--- src/rtl/imem_loader_pkg.sv ---
// rtl/imem_loader_pkg.sv - shared types and widths for the instruction-memory boot loader
package imem_loader_pkg;

    localparam int INSTR_W = 10;
    localparam int ADDR_W  = 10;
    localparam int CNT_W   = ADDR_W + 1;

    localparam logic [7:0] SYNC_BYTE_DEFAULT = 8'hA5;

    typedef enum logic [3:0] {
        S_IDLE  = 4'd0,
        S_LEN_L = 4'd1,
        S_LEN_H = 4'd2,
        S_DAT_L = 4'd3,
        S_DAT_H = 4'd4,
        S_WRITE = 4'd5,
        S_CHECK = 4'd6,
        S_DONE  = 4'd7,
        S_ERROR = 4'd8
    } state_t;

endpackage

--- src/rtl/imem_loader_if.sv ---
// rtl/imem_loader_if.sv - byte stream in, instruction-memory write bus and status out
interface imem_loader_if;
    import imem_loader_pkg::*;

    logic [7:0]         in_data;
    logic               in_valid;
    logic               in_ready;
    logic               imem_we;
    logic [ADDR_W-1:0]  imem_addr;
    logic [INSTR_W-1:0] imem_wdata;
    logic               cpu_hold;
    logic               load_done;
    logic               load_error;

    // master: stream source / status observer; slave: the loader itself
    modport master (
        output in_data, in_valid,
        input  in_ready, imem_we, imem_addr, imem_wdata,
        input  cpu_hold, load_done, load_error
    );

    modport slave (
        input  in_data, in_valid,
        output in_ready, imem_we, imem_addr, imem_wdata,
        output cpu_hold, load_done, load_error
    );

endinterface

--- src/rtl/imem_loader.sv ---
// rtl/imem_loader.sv - framed byte stream to 10-bit instruction memory, CPU held until checksum verifies
module imem_loader
    import imem_loader_pkg::*;
#(
    parameter logic [7:0] SYNC_BYTE = SYNC_BYTE_DEFAULT,
    parameter int         MAX_WORDS = 1024
) (
    input  logic         clk,
    input  logic         rst,
    imem_loader_if.slave bus
);

    localparam logic [CNT_W-1:0] MAX_N = CNT_W'(MAX_WORDS);

    state_t             r_state;
    logic [7:0]         r_xor;
    logic [7:0]         r_len_lo;
    logic [7:0]         r_lo;
    logic [CNT_W-1:0]   r_cnt;
    logic [ADDR_W-1:0]  r_addr;
    logic [INSTR_W-1:0] r_wdata;
    logic               r_we;
    logic               r_cpu_hold;
    logic               r_load_done;
    logic               r_load_error;

    logic               w_in_ready;
    logic               w_fire;
    logic               w_sync;
    logic [CNT_W-1:0]   w_len;
    logic               w_len_bad;
    logic [7:0]         w_xor_next;

    assign w_in_ready = (r_state != S_WRITE);
    assign w_fire     = bus.in_valid && w_in_ready;
    assign w_sync     = (bus.in_data == SYNC_BYTE);
    assign w_len      = {bus.in_data[2:0], r_len_lo};
    assign w_len_bad  = (bus.in_data[7:3] != 5'd0) || (w_len == '0) || (w_len > MAX_N);
    assign w_xor_next = r_xor ^ bus.in_data;

    always_ff @(posedge clk or posedge rst) begin
        if (rst) begin
            r_state      <= S_IDLE;
            r_xor        <= 8'd0;
            r_len_lo     <= 8'd0;
            r_lo         <= 8'd0;
            r_cnt        <= '0;
            r_addr       <= '0;
            r_wdata      <= '0;
            r_we         <= 1'b0;
            r_cpu_hold   <= 1'b1;
            r_load_done  <= 1'b0;
            r_load_error <= 1'b0;
        end else begin
            r_we <= 1'b0;
            case (r_state)
                S_IDLE: begin
                    if (w_fire && w_sync) begin
                        r_xor   <= 8'd0;
                        r_state <= S_LEN_L;
                    end
                end
                S_LEN_L: begin
                    if (w_fire) begin
                        r_len_lo <= bus.in_data;
                        r_xor    <= w_xor_next;
                        r_state  <= S_LEN_H;
                    end
                end
                S_LEN_H: begin
                    if (w_fire) begin
                        r_xor <= w_xor_next;
                        if (w_len_bad) begin
                            r_load_error <= 1'b1;
                            r_state      <= S_ERROR;
                        end else begin
                            r_cnt   <= w_len;
                            r_addr  <= '0;
                            r_state <= S_DAT_L;
                        end
                    end
                end
                S_DAT_L: begin
                    if (w_fire) begin
                        r_lo    <= bus.in_data;
                        r_xor   <= w_xor_next;
                        r_state <= S_DAT_H;
                    end
                end
                S_DAT_H: begin
                    if (w_fire) begin
                        r_xor <= w_xor_next;
                        if (bus.in_data[7:2] != 6'd0) begin
                            r_load_error <= 1'b1;
                            r_state      <= S_ERROR;
                        end else begin
                            // data is staged here so the strobe and its word appear together
                            r_wdata <= {bus.in_data[1:0], r_lo};
                            r_we    <= 1'b1;
                            r_state <= S_WRITE;
                        end
                    end
                end
                S_WRITE: begin
                    r_addr  <= r_addr + ADDR_W'(1);
                    r_cnt   <= r_cnt - CNT_W'(1);
                    r_state <= (r_cnt == CNT_W'(1)) ? S_CHECK : S_DAT_L;
                end
                S_CHECK: begin
                    if (w_fire) begin
                        if (bus.in_data == r_xor) begin
                            r_cpu_hold  <= 1'b0;
                            r_load_done <= 1'b1;
                            r_state     <= S_DONE;
                        end else begin
                            r_load_error <= 1'b1;
                            r_state      <= S_ERROR;
                        end
                    end
                end
                S_DONE: begin
                    if (w_fire && w_sync) begin
                        r_cpu_hold  <= 1'b1;
                        r_load_done <= 1'b0;
                        r_xor       <= 8'd0;
                        r_state     <= S_LEN_L;
                    end
                end
                S_ERROR: begin
                    if (w_fire && w_sync) begin
                        r_load_error <= 1'b0;
                        r_xor        <= 8'd0;
                        r_state      <= S_LEN_L;
                    end
                end
                default: r_state <= S_IDLE;
            endcase
        end
    end

    assign bus.in_ready   = w_in_ready;
    assign bus.imem_we    = r_we;
    assign bus.imem_addr  = r_addr;
    assign bus.imem_wdata = r_wdata;
    assign bus.cpu_hold   = r_cpu_hold;
    assign bus.load_done  = r_load_done;
    assign bus.load_error = r_load_error;

endmodule

--- src/flat_wrapper.sv ---
// flat-port wrapper written by rule: the top's interface ports become plain ports
module imem_loader_flat import imem_loader_pkg::*;
#(
    parameter logic [7:0] SYNC_BYTE = SYNC_BYTE_DEFAULT,
    parameter int         MAX_WORDS = 1024
)
  (clk, rst, bus_in_data, bus_in_valid, bus_in_ready, bus_imem_we, bus_imem_addr, bus_imem_wdata, bus_cpu_hold, bus_load_done, bus_load_error);
  imem_loader_if bus_i ();
  input  logic clk;
  input  logic rst;
  input wire logic [$bits(bus_i.in_data)-1:0] bus_in_data;
  input wire logic [$bits(bus_i.in_valid)-1:0] bus_in_valid;
  output wire logic [$bits(bus_i.in_ready)-1:0] bus_in_ready;
  output wire logic [$bits(bus_i.imem_we)-1:0] bus_imem_we;
  output wire logic [$bits(bus_i.imem_addr)-1:0] bus_imem_addr;
  output wire logic [$bits(bus_i.imem_wdata)-1:0] bus_imem_wdata;
  output wire logic [$bits(bus_i.cpu_hold)-1:0] bus_cpu_hold;
  output wire logic [$bits(bus_i.load_done)-1:0] bus_load_done;
  output wire logic [$bits(bus_i.load_error)-1:0] bus_load_error;
  assign bus_i.in_data = bus_in_data;
  assign bus_i.in_valid = bus_in_valid;
  assign bus_in_ready = bus_i.in_ready;
  assign bus_imem_we = bus_i.imem_we;
  assign bus_imem_addr = bus_i.imem_addr;
  assign bus_imem_wdata = bus_i.imem_wdata;
  assign bus_cpu_hold = bus_i.cpu_hold;
  assign bus_load_done = bus_i.load_done;
  assign bus_load_error = bus_i.load_error;
  imem_loader #(.SYNC_BYTE(SYNC_BYTE), .MAX_WORDS(MAX_WORDS)) u_core (.clk(clk), .rst(rst), .bus(bus_i));
endmodule
--- config.mk ---
export PLATFORM = sky130hd
export DESIGN_NAME = imem_loader_flat
export DESIGN_NICKNAME = d
export VERILOG_FILES = /design/src/rtl/imem_loader_pkg.sv /design/src/rtl/imem_loader_if.sv /design/src/rtl/imem_loader.sv /design/src/flat_wrapper.sv
export SDC_FILE = /design/constraint.sdc
export NUM_CORES = 1
export LEC_CHECK = 0
export CAP_MARGIN = 15
export CORE_ASPECT_RATIO = 1.75
export CORE_MARGIN = 3
export CORE_UTILIZATION = 44
export CTS_CLUSTER_SIZE = 30
export DETAILED_ROUTE_END_ITERATION = 10
export SYNTH_ARGS = -nofsm -noshare
export SYNTH_HDL_FRONTEND = slang
export SYNTH_SLANG_ARGS = --single-unit
export TNS_END_PERCENT = 30
--- constraint.sdc ---
create_clock -name clk -period 5.1 [get_ports clk]
set_input_delay 0.51 -clock clk [delete_from_list [all_inputs] [get_ports clk]]
set_output_delay 0.51 -clock clk [all_outputs]
set_load 0.02 [all_outputs]
==> results.md, run 1 <==
* Max FO, Critical Path at 21
* Cts repair resizes at 0
* Most frequent cells in the layout: dfrtp_1 (62), clkdlybuf4s50_1 (35), o21ai_0 (34)
* Sequential fraction of the synthesis area at 0.473
* WL per Instance at 17.6 um
* Worst Hold Class: flop to flop
* Async set or reset register ratio after synthesis at 1.00
* Crit path cell chain: and4bb_1, inv_2, clkdlybuf4s50_1
* Largest net degree at the start of global routing at 64
* ANT cells at 0
* Post-synthesis cell count at 331
* Max Slew Vio Count at 0
* Crit-path slowest cell: dfrtp_1
* Worst VDD drop at 0.000320 V
* Slew of the pin with the lowest slew margin at 0.800 ns
* Worst skew pair latency at 0.33 ns
* DR pass1 iterations at 4
* Critical Path Source: u_core.r_state[0]
* Slowest stage delay, CP at 0.66 ns
* Count of cell types in the netlist at 59
* P_leak at 1.64 nW
* Hold Fails Final Rpt at 0
* First-pass GRT wire length at 13.1 mm
* Sink Count at 63
* Flop and latch count out of synthesis at 63
* Post-route DRC at 0
* Detailed Place HPWL at 5.65 mm
* Root Driver: clkbuf_16
* Max-cap violations at 0
* Crit Path Category: flop to output pin
* Core area at 0.00728 mm^2
* Hold-fix buffers, CTS at 0
* Post-Syn Area at 0.00334 mm^2
* TritonCTS clock tree: built
* Total vias in the final route at 2645
* Starting Density at 0.458
* Skew final at 0.00465 ns
* Reg2reg setup slack at 2.65 ns
* Vias in the first global route at 2672
* Die width at 71.8 um
* Post-Syn Nets at 345
* Share of layout cells above drive strength 1 at 0.155
* Starting DRT DRC Count at 122
* Ports at 36
* Synth top area cells: dfrtp_1 (46%), mux2_2 (7.8%), o21ai_0 (5.1%)
* Syn avg cell area at 10.1 um^2
* Rel. slew slack at 0.467
* Core Rows at 41
* Critical Path End Type: output pin
* Required @ worst endpoint at 4.59 ns
* Die area at 0.00871 mm^2
* Power Total at 2.26 mW
* WHS at 0.484 ns
* Post-synth top area cell: dfrtp_1
* Top-area cell type share of the netlist area at 0.465
* Die height at 121 um
* Max Buffers Root-to-Sink at 2
* Nets at 376
* H-Tree Depth at 3
* Vias per std cell at 5.84
* WP data arrival at 2.57 ns
* Routability Congestion at 0.814
* Crit path time final at 3.08 ns
* Status: finished, final reports clean
* Most common cell after layout, fill and taps aside: dfrtp_1
* FF-to-FF Start: u_core.r_state[0]
* Power per cell area at 565 mW/mm^2
* Remaining Overflow, GRT at 0
* Worst min-delay path startpoint: u_core.bus.imem_wdata[5]
* RSZ-0062 raised after global routing: no
* Startpoint types: flop
* Initial antenna violation count at 0
* Top_reg_cell synth: dfrtp_1
* Cts bufs inserted at 9
* Final ANT Viol Nets at 0
* Post-CTS Setup Repair Bufs at 0
* Yosys Warn Count at 0
* Final Util at 0.549
* GRT Total Usage at 0.199
* Fmax at 325 MHz
* Area Growth Syn to Fin at 19.8%
* Reg clk slew, reported paths at 0.05 ns
* Post-synth EDFFs at 0
* Post-Route WL at 7.96 mm
* Port bufs at 35
* Final setup fails at 0
* Tcrit/Tclk final at 0.603
* Setup TNS at 0 ns
[power breakdown]
part	internal [mW]	total (mW)	switching, mW
sequential	0.682	0.894	0.212
clock	0.389	0.600	0.212
combinational	0.349	0.764	0.415
total	1.42	2.26	0.838
[cells in the mapped netlist (all sizes together) (3+ instances only)]
master  instances
dfrtp          62
o21ai          37
nor2           29
nand2          28
mux2           25
inv            17
buf            13
nand3          10
xnor2          10
a21oi           9
nor3            9
nor4            8
a31oi           6
and3            5
o211ai          5
clkbuf          4
nand4           4
o31a            4
a211o           3
ha              3
o22ai           3
or4             3
[cell families after synthesis]
family          synth area share
compound gates             0.166
mux                       0.0904
fa+ha+maj                 0.0112
flops                      0.473
buf+inv                   0.0502
xor+xnor                  0.0262
simple gates               0.183
[worst max-delay path: cells and delay by family (launching register included)]
kind | cells | cell delay (ns)
buf+inv | 2 | 0.93
simple gates | 1 | 0.64
flops | 1 | 0.66
[routing by layer]
layer / track usage / wire length (um)
met5: 0 / 0
met4: 0.108 / 277
met3: 0.0481 / 282
met2: 0.344 / 4310
met1: 0.218 / 3080
[metrics by stage]
| step | setup WS [ns] | area (um^2) | cells |
|---|---|---|---|
| floorplan | 3.02 | 3340 | 331 |
| finish | 2.02 | 4000 | 453 |
| global placement | 2.28 | 3710 | 437 |
| detailed placement | 2.23 | 3710 | 437 |
| global route | 1.84 | 4000 | 453 |
| CTS | 2.01 | 4000 | 453 |
[flip-flops by register name, summed over array words and instances, names as in the netlist]
register,flops
u_core.r_cnt,11
u_core.bus.imem_wdata,10
u_core.r_xor,8
u_core.bus.load_error,1
u_core.r_len_lo,8
u_core.bus.load_done,1
u_core.bus.imem_addr,10
u_core.bus.imem_we,1
u_core.bus.cpu_hold,1
u_core.r_lo,8
u_core.r_state,4
[final timing paths]
path,endpoint,cells past startpoint
max,bus_in_ready,3
min,u_core.bus.imem_wdata[5],1
max reg2reg,u_core.r_xor[1],5
min reg2reg,u_core.bus.imem_wdata[5],1
max in group asynchronous,u_core.r_cnt[2],3
min in group asynchronous,u_core.r_cnt[7],3
[area by class of cell]
cell class / count / area (um^2)
Clock buffer: 12 / 246
Clock inverter: 4 / 45.0
Fill cell: 672 / 3290
Inverter: 17 / 63.8
Multi-Input combinational cell: 234 / 1590
Sequential cell: 63 / 1580
Tap cell: 86 / 108
Timing Repair Buffer: 37 / 365
(Power assumes the default switching activity.)
==> run 2, diff against run 1 <==
--- a/config.mk
+++ b/config.mk
@@ -11,6 +11,7 @@
 export CORE_UTILIZATION = 44
 export CTS_CLUSTER_SIZE = 30
 export DETAILED_ROUTE_END_ITERATION = 10
+export PLACE_DENSITY = 0.67
 export SYNTH_ARGS = -nofsm -noshare
 export SYNTH_HDL_FRONTEND = slang
 export SYNTH_SLANG_ARGS = --single-unit
==> constraint.sdc (replaced) <==
create_clock -name clk -period 2.6 [get_ports clk]
set_input_delay 0.26 -clock clk [delete_from_list [all_inputs] [get_ports clk]]
set_output_delay 0.26 -clock clk [all_outputs]
set_load 0.02 [all_outputs]
==> results.md, run 2 (synthesis gave the netlist of run 1 again) <==
* WP data arrival at 2.23 ns (-0.34 ns)
* WL per Instance at 16.5 um (-6.3%)
* R2R depth at 5 (unchanged)
* Sink Count at 63 (unchanged)
* FF-to-FF Start: u_core.r_state[0]
* Routability Congestion at 0.905 (+11%)
* Crit path time final at 2.49 ns
* Crit Path Category: flop to output pin
* Worst skew pair latency at 0.33 ns (about the same)
* Rel. slew slack at 0.612 (+0.146)
* Worst Hold Class: input port to asynchronous set/reset pin
* Total placed cells including tap cells at 457 (+4.6%)
* Share of layout cells above drive strength 1 at 0.202 (+0.0462)
* RSZ-0062 raised after global routing: no
* Status: finished, final reports clean
* Ports at 36 (unchanged)
* Post-route DRC at 0 (unchanged)
* R2r endpoint: u_core.bus.imem_addr[5]
* Final ANT Viol Nets at 0 (unchanged)
* Critical Path End Type: output pin
* Largest net degree at the start of global routing at 39 (-39%)
* Post-Route WL at 7.78 mm (-2.2%)
* Hold Fails Final Rpt at 0 (unchanged)
* Root Driver: clkbuf_16
* Core Rows at 41 (unchanged)
* Reg clk slew, reported paths at 0.05 ns (about the same)
* Area Growth Syn to Fin at 24.8%
* Most common cell after layout, fill and taps aside: dfrtp_1
* Power per cell area at 1080 mW/mm^2 (+91%)
* Port bufs at 35 (unchanged)
* Nets at 396 (+5.3%)
* Remaining Overflow, GRT at 0 (unchanged)
* Tcrit/Tclk final at 0.956
* Starting DRT DRC Count at 116 (-4.9%)
* Vias in the first global route at 2725 (+2.0%)
* P_leak at 1.74 nW (+6.2%)
* Max Buffers Root-to-Sink at 2 (unchanged)
* Hold-fix buffers, CTS at 0 (unchanged)
* Skew final at 0.00320 ns (-0.00144 ns)
* Reg2reg setup slack at 0.48 ns (-2.17 ns)
* GRT Total Usage at 0.199 (+0.000930)
* Vias per std cell at 5.72 (-2.0%)
* TritonCTS clock tree: built
* Worst VDD drop at 0.000549 V (+72%)
* Max reg flops at 11 (unchanged)
* Max-cap violations at 0 (unchanged)
* Power Total at 4.50 mW (+99%)
* Starting Density at 0.458 (unchanged)
* ANT cells at 0 (unchanged)
* Slew of the pin with the lowest slew margin at 0.581 ns (-0.220 ns)
* Most frequent cells in the layout: dfrtp_1 (62), clkdlybuf4s50_1 (35), o21ai_0 (34)
* Setup TNS at 0 ns (unchanged)
* Die height at 121 um (unchanged)
* Detailed Place HPWL at 5.81 mm (+2.8%)
* Max FO, Critical Path at 15 (-29%)
* DR pass1 iterations at 4 (unchanged)
* Required @ worst endpoint at 2.34 ns (-2.25 ns)
* Cts repair resizes at 0 (unchanged)
* Non-Filler Instances at 473 (+4.4%)
* H-Tree Depth at 3 (unchanged)
* Die area at 0.00871 mm^2 (unchanged)
* Fmax at 402 MHz
* Total vias in the final route at 2706 (+2.3%)
* Core area at 0.00728 mm^2 (unchanged)
* Max Slew Vio Count at 0 (unchanged)
* First-pass GRT wire length at 13.2 mm (+0.80%)
* Startpoint types: flop
* Largest reg by FF count: u_core.r_cnt
* Final setup fails at 0 (unchanged)
* Initial antenna violation count at 0 (unchanged)
* Die width at 71.8 um (unchanged)
* Post-CTS Setup Repair Bufs at 0 (unchanged)
* Cts bufs inserted at 9 (unchanged)
[run 2: power breakdown]
| part | internal (mW) | switching (mW) |
|---|---|---|
| clock network | 0.747 | 0.415 |
| registers | 1.34 | 0.388 |
| logic | 0.776 | 0.837 |
| total | 2.86 | 1.64 |
[run 2: critical path, cell delays in order, from the launching register on]
cell and delay (ns):
dfrtp_1 0.53, and4bb_1 0.38, inv_2 0.31, clkdlybuf4s50_1 0.67
[run 2: layout make-up]
class | instances | area (um^2)
clock buffers | 14 | 284
fillers | 642 | 3120
multi-input cells | 234 | 1590
well taps | 86 | 108
flip-flops and latches | 63 | 1580
repair buffers | 57 | 528
inverters | 17 | 63.8
clock inverters | 2 | 12.5
[run 2: how the worst max path moves through the flow]
| stage | slack, ns | depth (start not counted) | start | endpoint |
|---|---|---|---|---|
| 2_1_floorplan | 0.77 | 1 | rst | u_core.bus.imem_addr[0] |
| 3_3_place_gp | 0.32 | 7 | bus_in_data[3] | u_core.r_cnt[4] |
| 3_5_place_dp | 0.29 | 6 | bus_in_data[1] | u_core.bus.imem_addr[3] |
| 4_1_cts | 0.1 | 3 | u_core.r_state[0] | bus_in_ready |
| 5_1_grt | 0.02 | 3 | u_core.r_state[1] | bus_in_ready |
| 6_report | 0.11 | 3 | u_core.r_state[1] | bus_in_ready |
[run 2: per-stage QoR]
step | hold slack (ns) | instance area [um^2] | utilization | worst slack, ns
after floorplan | 0.396 | 3340 | - | 0.772
after global placement | 0.475 | 3870 | 0.531 | 0.324
after detailed placement | 0.481 | 3870 | 0.531 | 0.289
after CTS | 0.332 | 4170 | 0.572 | 0.0977
after global routing | 0.376 | 4170 | 0.572 | 0.0208
final | 0.315 | 4170 | 0.572 | 0.114
[run 2: layer usage]
metal  vias up  global-route usage  routed length, um
met4         0               0.118                265
met5         -                   0                  0
met3        17              0.0464                244
met2        65               0.348               4230
li1       1306                   -                  -
met1      1318               0.214               3040
==> run 3, diff against run 2 <==
--- a/config.mk
+++ b/config.mk
@@ -5,13 +5,15 @@
 export SDC_FILE = /design/constraint.sdc
 export NUM_CORES = 1
 export LEC_CHECK = 0
-export CAP_MARGIN = 15
+export CAP_MARGIN = 20
 export CORE_ASPECT_RATIO = 1.75
 export CORE_MARGIN = 3
 export CORE_UTILIZATION = 44
+export CTS_CLUSTER_DIAMETER = 30
 export CTS_CLUSTER_SIZE = 30
 export DETAILED_ROUTE_END_ITERATION = 10
 export PLACE_DENSITY = 0.67
+export SLEW_MARGIN = 15
 export SYNTH_ARGS = -nofsm -noshare
 export SYNTH_HDL_FRONTEND = slang
 export SYNTH_SLANG_ARGS = --single-unit
==> results of run 3 <==
No change in the layout: final DEF, timing and power equal those of run 2.
